[src/rtl/qlearn_step_ctrl_if.sv]
// Handshake bundle between the Q-learning step sequencer and its datapath:
// network-state input, reward comparator, Q-table request pair and action hand-off.
interface qlearn_step_ctrl_if;
  logic        s_valid;
  logic [2:0]  s_in;
  logic        rc_en;
  logic [2:0]  rc_state;
  logic [13:0] rc_reward;
  logic        q_rd_req;
  logic        q_rd_ack;
  logic        q_wr_req;
  logic        q_wr_ack;
  logic [13:0] reward_q;
  logic        act_valid;
  logic        act_ready;

  modport master (
    input  s_valid, s_in, rc_reward, q_rd_ack, q_wr_ack, act_ready,
    output rc_en, rc_state, q_rd_req, q_wr_req, reward_q, act_valid
  );

  modport slave (
    output s_valid, s_in, rc_reward, q_rd_ack, q_wr_ack, act_ready,
    input  rc_en, rc_state, q_rd_req, q_wr_req, reward_q, act_valid
  );
endinterface

[src/rtl/qlearn_step_ctrl.sv]
// Sequencer for one Q-learning iteration: observe, reward, Q read/write, act.
// Optional macro WATCHDOG_EN bounds every ack wait to WD_LIMIT cycles and sets sticky wd_err.
module qlearn_step_ctrl #(
  parameter int STEPS_PER_EP = 16,
  parameter int NUM_EP       = 8,
  parameter int CNT_W        = 8,
  parameter int WD_LIMIT     = 255
) (
  input  logic                  CLK,
  input  logic                  RST,
  input  logic                  start,
  qlearn_step_ctrl_if.master    bus,
  output logic                  busy,
  output logic                  done,
  output logic [CNT_W-1:0]      step_cnt,
  output logic [CNT_W-1:0]      ep_cnt,
  output logic                  wd_err
);

  typedef enum logic [2:0] {
    IDLE, OBSERVE, REWARD, LATCH, QREAD, QWRITE, ACT, DONE
  } state_t;

  localparam logic [CNT_W-1:0] STEPS_C = CNT_W'(STEPS_PER_EP);
  localparam logic [CNT_W-1:0] NUM_C   = CNT_W'(NUM_EP);

  state_t            state, state_next;
  logic [CNT_W-1:0]  step_next, ep_next, step_inc, ep_inc;
  logic [2:0]        rc_state_r, rc_state_next;
  logic [13:0]       reward_r, reward_next;
  logic              handshake;

`ifdef WATCHDOG_EN
  localparam logic [CNT_W-1:0] WD_LAST = CNT_W'(WD_LIMIT - 1);
  logic [CNT_W-1:0]  wd_cnt, wd_cnt_next;
  logic              wd_err_next;
`endif

  always_ff @(posedge CLK) begin
    if (!RST) begin
      state      <= IDLE;
      step_cnt   <= '0;
      ep_cnt     <= '0;
      rc_state_r <= '0;
      reward_r   <= '0;
    end else begin
      state      <= state_next;
      step_cnt   <= step_next;
      ep_cnt     <= ep_next;
      rc_state_r <= rc_state_next;
      reward_r   <= reward_next;
    end
  end

  always_comb begin
    state_next    = state;
    step_next     = step_cnt;
    ep_next       = ep_cnt;
    rc_state_next = rc_state_r;
    reward_next   = reward_r;
    step_inc      = step_cnt + CNT_W'(1);
    ep_inc        = ep_cnt + CNT_W'(1);
    handshake     = 1'b0;

    case (state)
      IDLE: begin
        step_next = '0;
        ep_next   = '0;
        if (start) state_next = OBSERVE;
      end
      OBSERVE: begin
        if (bus.s_valid) begin
          rc_state_next = bus.s_in;
          state_next    = REWARD;
        end
      end
      REWARD: state_next = LATCH;
      LATCH: begin
        reward_next = bus.rc_reward;
        state_next  = QREAD;
      end
      QREAD: begin
        if (bus.q_rd_ack) begin
          handshake  = 1'b1;
          state_next = QWRITE;
        end
      end
      QWRITE: begin
        if (bus.q_wr_ack) begin
          handshake  = 1'b1;
          state_next = ACT;
        end
      end
      ACT: begin
        if (bus.act_ready) begin
          handshake = 1'b1;
          // Episode roll-over: the completed step closes the episode.
          if (step_inc == STEPS_C) begin
            step_next  = '0;
            ep_next    = ep_inc;
            state_next = (ep_inc == NUM_C) ? DONE : OBSERVE;
          end else begin
            step_next  = step_inc;
            state_next = OBSERVE;
          end
        end
      end
      DONE: begin
        if (!start) state_next = IDLE;
      end
      default: state_next = IDLE;
    endcase

`ifdef WATCHDOG_EN
    wd_cnt_next = wd_cnt;
    wd_err_next = wd_err;
    if ((state == QREAD || state == QWRITE || state == ACT) && !handshake) begin
      if (wd_cnt == WD_LAST) begin
        wd_err_next = 1'b1;
        state_next  = DONE;
      end else begin
        wd_cnt_next = wd_cnt + CNT_W'(1);
      end
    end
    // Every state change is an entry into a fresh wait (or leaves the waits).
    if (state_next != state) wd_cnt_next = '0;
`endif
  end

`ifdef WATCHDOG_EN
  always_ff @(posedge CLK) begin
    if (!RST) begin
      wd_cnt <= '0;
      wd_err <= 1'b0;
    end else begin
      wd_cnt <= wd_cnt_next;
      wd_err <= wd_err_next;
    end
  end
`else
  logic unused_wd_limit;
  assign unused_wd_limit = |WD_LIMIT;
  assign wd_err          = 1'b0;
`endif

  assign bus.rc_en     = (state == REWARD);
  assign bus.rc_state  = rc_state_r;
  assign bus.q_rd_req  = (state == QREAD);
  assign bus.q_wr_req  = (state == QWRITE);
  assign bus.reward_q  = reward_r;
  assign bus.act_valid = (state == ACT);
  assign busy          = (state != IDLE) && (state != DONE);
  assign done          = (state == DONE);

endmodule

[src/flat_wrapper.sv]
// flat-port wrapper written by rule: the top's interface ports become plain ports
module qlearn_step_ctrl_flat 
#(
  parameter int STEPS_PER_EP = 16,
  parameter int NUM_EP       = 8,
  parameter int CNT_W        = 8,
  parameter int WD_LIMIT     = 255
)
  (CLK, RST, start, busy, done, step_cnt, ep_cnt, wd_err, bus_s_valid, bus_s_in, bus_rc_reward, bus_q_rd_ack, bus_q_wr_ack, bus_act_ready, bus_rc_en, bus_rc_state, bus_q_rd_req, bus_q_wr_req, bus_reward_q, bus_act_valid);
  qlearn_step_ctrl_if bus_i ();
  input  logic CLK;
  input  logic RST;
  input  logic start;
  output logic busy;
  output logic done;
  output logic [CNT_W-1:0] step_cnt;
  output logic [CNT_W-1:0] ep_cnt;
  output logic wd_err;
  input wire logic [$bits(bus_i.s_valid)-1:0] bus_s_valid;
  input wire logic [$bits(bus_i.s_in)-1:0] bus_s_in;
  input wire logic [$bits(bus_i.rc_reward)-1:0] bus_rc_reward;
  input wire logic [$bits(bus_i.q_rd_ack)-1:0] bus_q_rd_ack;
  input wire logic [$bits(bus_i.q_wr_ack)-1:0] bus_q_wr_ack;
  input wire logic [$bits(bus_i.act_ready)-1:0] bus_act_ready;
  output wire logic [$bits(bus_i.rc_en)-1:0] bus_rc_en;
  output wire logic [$bits(bus_i.rc_state)-1:0] bus_rc_state;
  output wire logic [$bits(bus_i.q_rd_req)-1:0] bus_q_rd_req;
  output wire logic [$bits(bus_i.q_wr_req)-1:0] bus_q_wr_req;
  output wire logic [$bits(bus_i.reward_q)-1:0] bus_reward_q;
  output wire logic [$bits(bus_i.act_valid)-1:0] bus_act_valid;
  assign bus_i.s_valid = bus_s_valid;
  assign bus_i.s_in = bus_s_in;
  assign bus_i.rc_reward = bus_rc_reward;
  assign bus_i.q_rd_ack = bus_q_rd_ack;
  assign bus_i.q_wr_ack = bus_q_wr_ack;
  assign bus_i.act_ready = bus_act_ready;
  assign bus_rc_en = bus_i.rc_en;
  assign bus_rc_state = bus_i.rc_state;
  assign bus_q_rd_req = bus_i.q_rd_req;
  assign bus_q_wr_req = bus_i.q_wr_req;
  assign bus_reward_q = bus_i.reward_q;
  assign bus_act_valid = bus_i.act_valid;
  qlearn_step_ctrl #(.STEPS_PER_EP(STEPS_PER_EP), .NUM_EP(NUM_EP), .CNT_W(CNT_W), .WD_LIMIT(WD_LIMIT)) u_core (.CLK(CLK), .RST(RST), .start(start), .bus(bus_i), .busy(busy), .done(done), .step_cnt(step_cnt), .ep_cnt(ep_cnt), .wd_err(wd_err));
endmodule
[config.mk]
export PLATFORM = sky130hd
export DESIGN_NAME = qlearn_step_ctrl_flat
export DESIGN_NICKNAME = d
export VERILOG_FILES = /design/src/rtl/qlearn_step_ctrl_if.sv /design/src/rtl/qlearn_step_ctrl.sv /design/src/flat_wrapper.sv
export SDC_FILE = /design/constraint.sdc
export NUM_CORES = 1
export LEC_CHECK = 0
export BUFFER_PORTS_ARGS = -buffer_cell sky130_fd_sc_hd__buf_2
export CORE_UTILIZATION = 35
export CTS_CLUSTER_DIAMETER = 80
export DETAILED_ROUTE_END_ITERATION = 12
export PLACE_DENSITY = 0.61
export SETUP_SLACK_MARGIN = 0.05
export SYNTH_ARGS = -nofsm -noshare
export SYNTH_HDL_FRONTEND = slang
export SYNTH_SLANG_ARGS = --single-unit
[constraint.sdc]
create_clock -name CLK -period 2.2 [get_ports CLK]
set_input_delay 0.44 -clock CLK [delete_from_list [all_inputs] [get_ports CLK]]
set_output_delay 0.44 -clock CLK [all_outputs]
set_load 0.03 [all_outputs]
After elaboration in Yosys (flattened, before gate mapping)
Index checks and enable logic that the tools add are counted.

Register bits after elaboration: 36. Bits in latches: 0. Memory bits (writable): 0. Memory bits (read-only): 0. Bits of input ports: 24. Word-level logic and storage cells: 47. Memories: 0.

Add/subtract/negate cells: 2. Multipliers: 0. Div/mod/pow operators: 0. Order comparisons: 0. Equality and inequality tests: 17. Shift operators: 0. Mux-type cells: 15. Bitwise operators: 0. Reduce and logical (&&, ||, !) cells: 8.

Operators with widths (number): 8-bit two-way mux (4); 8-bit one-hot mux with 2 select lines (2); 3-bit two-way mux (8); 3-bit one-hot mux with 8 select lines (1); 8-bit by 1-bit adder with 8-bit output (second input constant) (2); 3-bit == test (second input constant) (4); 2-bit inequality test (second input constant) (6); 8-bit by 4-bit == test with 1-bit output (second input constant) (1); 8-bit by 5-bit == test with 1-bit output (second input constant) (1); 3-bit by 2-bit == test with 1-bit output (second input constant) (2); 6-bit AND reduction (1); 2-bit AND reduction (2); 3-bit by 1-bit == test with 1-bit output (second input constant) (1); 3-bit logical NOT (1); 3-bit inequality test (second input constant) (1); 3-bit AND reduction (1); 3-bit nonzero test (1); 2-bit by 1-bit inequality test with 1-bit output (second input constant) (1); 2-bit nonzero test (1); 1-bit logical AND (1).

Depth between registers and ports, before layout
Word-level depth: 6. Mapped depth: 8.

Worst setup path after synthesis
Ideal clock, no wire load.

Path type: register to register. From: reg u_core.step_cnt[0]. To: reg u_core.state[2]. Setup time: 77 ps. Arrival: 1830 ps. Data required time: 2123 ps. Slack: 293 ps. Stages on the path, launching flop included: 7. Clock period less this slack: 1907 ps. Path through: dfxtp_1 ha_1 nand2_1 nor4_4 nand2_1 or3_4 a41oi_2.

Word-level cells in the longest chain between the ends: 5.

Ends and longest elaborated chain: start: declaration (line qlearn_step_ctrl.sv:15) `output logic [CNT_W-1:0] step_cnt,`; start signal: assignment (line qlearn_step_ctrl.sv:48) `step_cnt <= step_next;`; 8-bit by 1-bit adder with 8-bit output (line qlearn_step_ctrl.sv:61) `step_inc = step_cnt + CNT_W'(1);`; 8-bit by 5-bit == test with 1-bit output (line qlearn_step_ctrl.sv:98) `if (step_inc == STEPS_C) begin`; 3-bit two-way mux (line qlearn_step_ctrl.sv:98); 3-bit two-way mux (line qlearn_step_ctrl.sv:95) `if (bus.act_ready) begin`; 3-bit one-hot mux with 8 select lines (line qlearn_step_ctrl.sv:65) `case (state)`; end signal: assignment (line qlearn_step_ctrl.sv:47) `state <= state_next;`; end: declaration (line qlearn_step_ctrl.sv:27) `state_t state, state_next;`.

No other way between the ends. The select of a mux whose other input is x is not followed. A chain may end at the register's enable or synchronous reset.

Worst setup path in the final report
From: reg u_core.state[1]. To: out busy.

Word-level cells in the longest chain between the ends: 2. Elaborated cells on any way between the ends: 3. Those cells by class: 1 x eq/ne; 2 x reduce/logical.

Ends and longest elaborated chain: 3-bit inequality test or 3-bit nonzero test (tied branches) (line qlearn_step_ctrl.sv:152) `assign busy = (state != IDLE) && (state != DONE);`; 1-bit logical AND (*) (line qlearn_step_ctrl.sv:152); end: declaration (line flat_wrapper.sv:14) `output logic busy;`.

Every way passes the cells marked *; elsewhere a longest branch is shown, timed or not.

==> run summary <==
* run status: finished clean
* Hold Violations, Final: 0
* highest attainable clock frequency: 0.4937 GHz
* ranking of synthesized cells by instance count: sky130_fd_sc_hd__nand2_1, sky130_fd_sc_hd__dfxtp_1, sky130_fd_sc_hd__a21oi_1, sky130_fd_sc_hd__nor2_1, sky130_fd_sc_hd__nand3_1
* share of synthesized area spent on multiplexers: 5.771%
* Reg2Reg Depth: 6
* total half-perimeter wirelength after legalization and detailed placement: 3212 um
* largest fanout of any net on the critical path: 15
* top flip-flop cell by instance count after synthesis: sky130_fd_sc_hd__dfxtp_1
* fraction of layout cells with a size suffix above 1: 29.12%
* number of max-cap violations: 0
* initial standard-cell utilization of the core: 36.32%
* CP Class: flop to output port
* leading area contributor after synthesis: sky130_fd_sc_hd__dfxtp_1
* delay of the slowest cell on the worst path: 0.62 ns
* final clock skew: 0.007947 ns
* EDFF count, synth: 0
* met1 capacity usage during global routing: 22.66%
* clock tree from TritonCTS: done
* final setup vio count: 0
* FP Rows: 26
* setup slack of the worst register-to-register path: 0.33 ns
* critical path's most frequent cell: sky130_fd_sc_hd__nor2_1
* latest clock arrival within the worst-skew pair: 0.29 ns
* cell with the largest stage delay on the worst path: sky130_fd_sc_hd__dfxtp_1
* final weighted congestion of routability-driven global placement: 0.8286
* maximum root-to-sink buffer count: 2
* sum of negative setup slack: 0 ns
* number of CTS-inserted buffers: 5
* Slew Limit Headroom: 56.32%
* worst setup path endpoint: busy
* Gate Count Post-Synth: 227
* GRT overflow: 0
* kind of end point of the critical path: output port
* layer with the highest usage: met2
* Routed wire per std cell: 12.85 um
* number of H-tree branching levels: 2
* register area share after synthesis: 39.10%
* DP Area: 0.002193 mm^2
* number of nets at the end of the flow: 312
* number of cells upsized or downsized after cts: 0
* antenna violation net count after detailed routing: 0
* Critical Path Source: u_core.state[1]
* dominant combinational cell family by area after synthesis: simple AND/OR/NAND/NOR gates
* ranking of synthesized cells by area: sky130_fd_sc_hd__dfxtp_1, sky130_fd_sc_hd__nand2_1, sky130_fd_sc_hd__a21oi_1
* transition time at the pin with the least slew margin: 0.6533 ns
* Max Slew Vio Count: 0
* number of distinct library cell variants in the gate-level netlist after synthesis: 48
* CTS clock-pin slew for the worst setup and hold paths: 0.07 ns
* count of boundary I/O pins: 64
* post-synth design cell area: 0.001843 mm^2
* pin count of the biggest net entering global routing: 18
* post-synth top area share: 39.10%
* synthesized-area fraction occupied by adder cells: 2.037%
* setup bufs post-CTS: 0
* share of synthesized cell area in and, or, nand and nor gates: 31.64%
* shortest clock period the worst path allows after layout: 2.026 ns
* Hold Path Class: primary input to flop
* per-instance average area after synthesis: 8.119 um^2
* Die X: 74.57 um
* RSZ-0062 raised after global routing: false
* total power density per cell area: 770.6 mW/mm^2
* syn nets: 254
* WL final: 4561 um
* compound-gate portion of the synthesized area: 15.95%
* Yosys warning total: 0
* met3 usage in global routing: 3.659%
* area of the die: 0.005560 mm^2
* via count of the first global-routing pass: 1470
* routed via count: 1781
* async set-reset flop share out of synthesis: 0%
* global-route wire length before repair: 6782 um
* CTS sink count: 36
* worst reg2reg endpoint: u_core.state[2]
* core footprint: 0.005075 mm^2
* parity-gate share of the synthesized area counting xor and xnor cells: 0.9504%
* signed area change from the synthesized netlist to the final layout: 23.22%
* met2 global-route usage: 24.42%
* Die Y-Extent: 74.57 um
* cell chain of the critical path: or2_2 > nor2_1 > nor2_1 > buf_2
* startpoint kind of the worst setup timing path: flop
* final design area excluding fillers: 0.002271 mm^2
* signal arrival time at the worst endpoint: 1.59 ns
* number of detailed-routing iterations run before antenna repair: 4
* library cell used as clock root buffer: sky130_fd_sc_hd__clkbuf_8
* worst flop-to-flop path startpoint: u_core.step_cnt[0]
* hold-fix buffer count after cts: 0
* antenna violations before repair: 0
* number of DRC violations after detailed routing: 0
* 1st-iter DRT viols: 86
* VDD IR max: 0.3737 mV
* static leakage power: 0.9903 nW
* ratio of routed vias to standard cells: 5.017
* most repeated cell in the gate-level netlist after synthesis: sky130_fd_sc_hd__nand2_1
* # diodes: 0
* required time at the worst-slack endpoint: 1.76 ns
* Tcrit/Tclk final: 92.07%
* register bit total from synthesis: 36
* global-route usage over all layers: 15.94%
* # port buffers: 62
final cells by class:
class                      count  area, um^2
fill                         536        2804
timing repair buffer          65       332.8
sequential                    36       720.7
clock inverter                 1       5.005
tap                           70       87.58
clock buffer                   6       72.57
inverter                       2       10.01
multi-input combinational    175        1042
cell usage in the layout, fill, tap and decap left out, types with 5 or more instances in the layout:
cell | Yosys | final
sky130_fd_sc_hd__a31oi_1 | 6 | 6
sky130_fd_sc_hd__nand2_1 | 45 | 45
sky130_fd_sc_hd__a21oi_1 | 27 | 27
sky130_fd_sc_hd__dfxtp_1 | 36 | 36
sky130_fd_sc_hd__nand3_1 | 11 | 11
sky130_fd_sc_hd__o21ai_0 | 9 | 9
sky130_fd_sc_hd__or3_1 | 5 | 5
sky130_fd_sc_hd__clkbuf_8 | 0 | 5
sky130_fd_sc_hd__nor2_1 | 19 | 19
sky130_fd_sc_hd__nor3b_1 | 5 | 5
sky130_fd_sc_hd__buf_2 | 5 | 62
sky130_fd_sc_hd__mux2i_1 | 5 | 5
sky130_fd_sc_hd__and3_1 | 6 | 6
routing by layer:
metal / share of wire, % / vias up
met4: 0.57 / 0
met3: 5.7 / 2
met2: 45 / 58
li1: - / 907
met1: 49 / 814
met5: 0 / -
worst max-delay path: cells and delay by family, from the launching register on:
family / cells / cell delay (ns)
buffers and inverters: 1 / 0.23
flip-flops: 1 / 0.62
AND/OR/NAND/NOR: 3 / 0.45
worst min path at each step:
stage | startpoint | end | slack [ns] | depth (start not counted)
floorplan | RST | u_core.state[2] | 0.57 | 2
global placement | u_core.bus.reward_q[9] | u_core.bus.reward_q[9] | 0.44 | 2
detailed placement | u_core.bus.reward_q[9] | u_core.bus.reward_q[9] | 0.44 | 2
CTS | bus_rc_reward[5] | u_core.bus.reward_q[5] | 0.37 | 3
global route | bus_rc_reward[12] | u_core.bus.reward_q[12] | 0.39 | 3
finish | bus_rc_reward[11] | u_core.bus.reward_q[11] | 0.38 | 3
metrics by stage:
| step | std cells | utilization, % | worst slack (ns) | hold WS (ns) | power [mW] |
|---|---|---|---|---|---|
| 2_1_floorplan | 227 | - | 0.2932 | 0.5728 | 1.180 |
| 6_report | 355 | 44.75 | 0.1744 | 0.3840 | 1.750 |
| 3_3_place_gp | 348 | 43.22 | 0.4475 | 0.4396 | 1.302 |
| 5_1_grt | 355 | 44.75 | 0.09929 | 0.3912 | 1.850 |
| 3_5_place_dp | 348 | 43.22 | 0.3563 | 0.4441 | 1.307 |
| 4_1_cts | 355 | 44.75 | 0.1731 | 0.3705 | 1.773 |
state kept, by name, summed over array words and instances (netlist names):
signal               count
u_core.bus.rc_state      3
u_core.bus.reward_q     14
u_core.state             3
u_core.ep_cnt            8
u_core.step_cnt          8
where the power goes:
part	internal (mW)	leakage, nW	switching, mW
combinational	0.192	0.659	0.360
sequential	0.693	0.291	0.0503
clock	0.216	0.0410	0.239
cells by family after synthesis:
group | Yosys count
other | 1
xor gates and xnor gates | 2
and+or+nand+nor | 111
buffers and inverters | 16
DFF | 36
AOI/OAI and AO/OA | 50
muxes | 8
adders and majority gates | 3
Note: power is estimated with default switching activity, not from simulation.
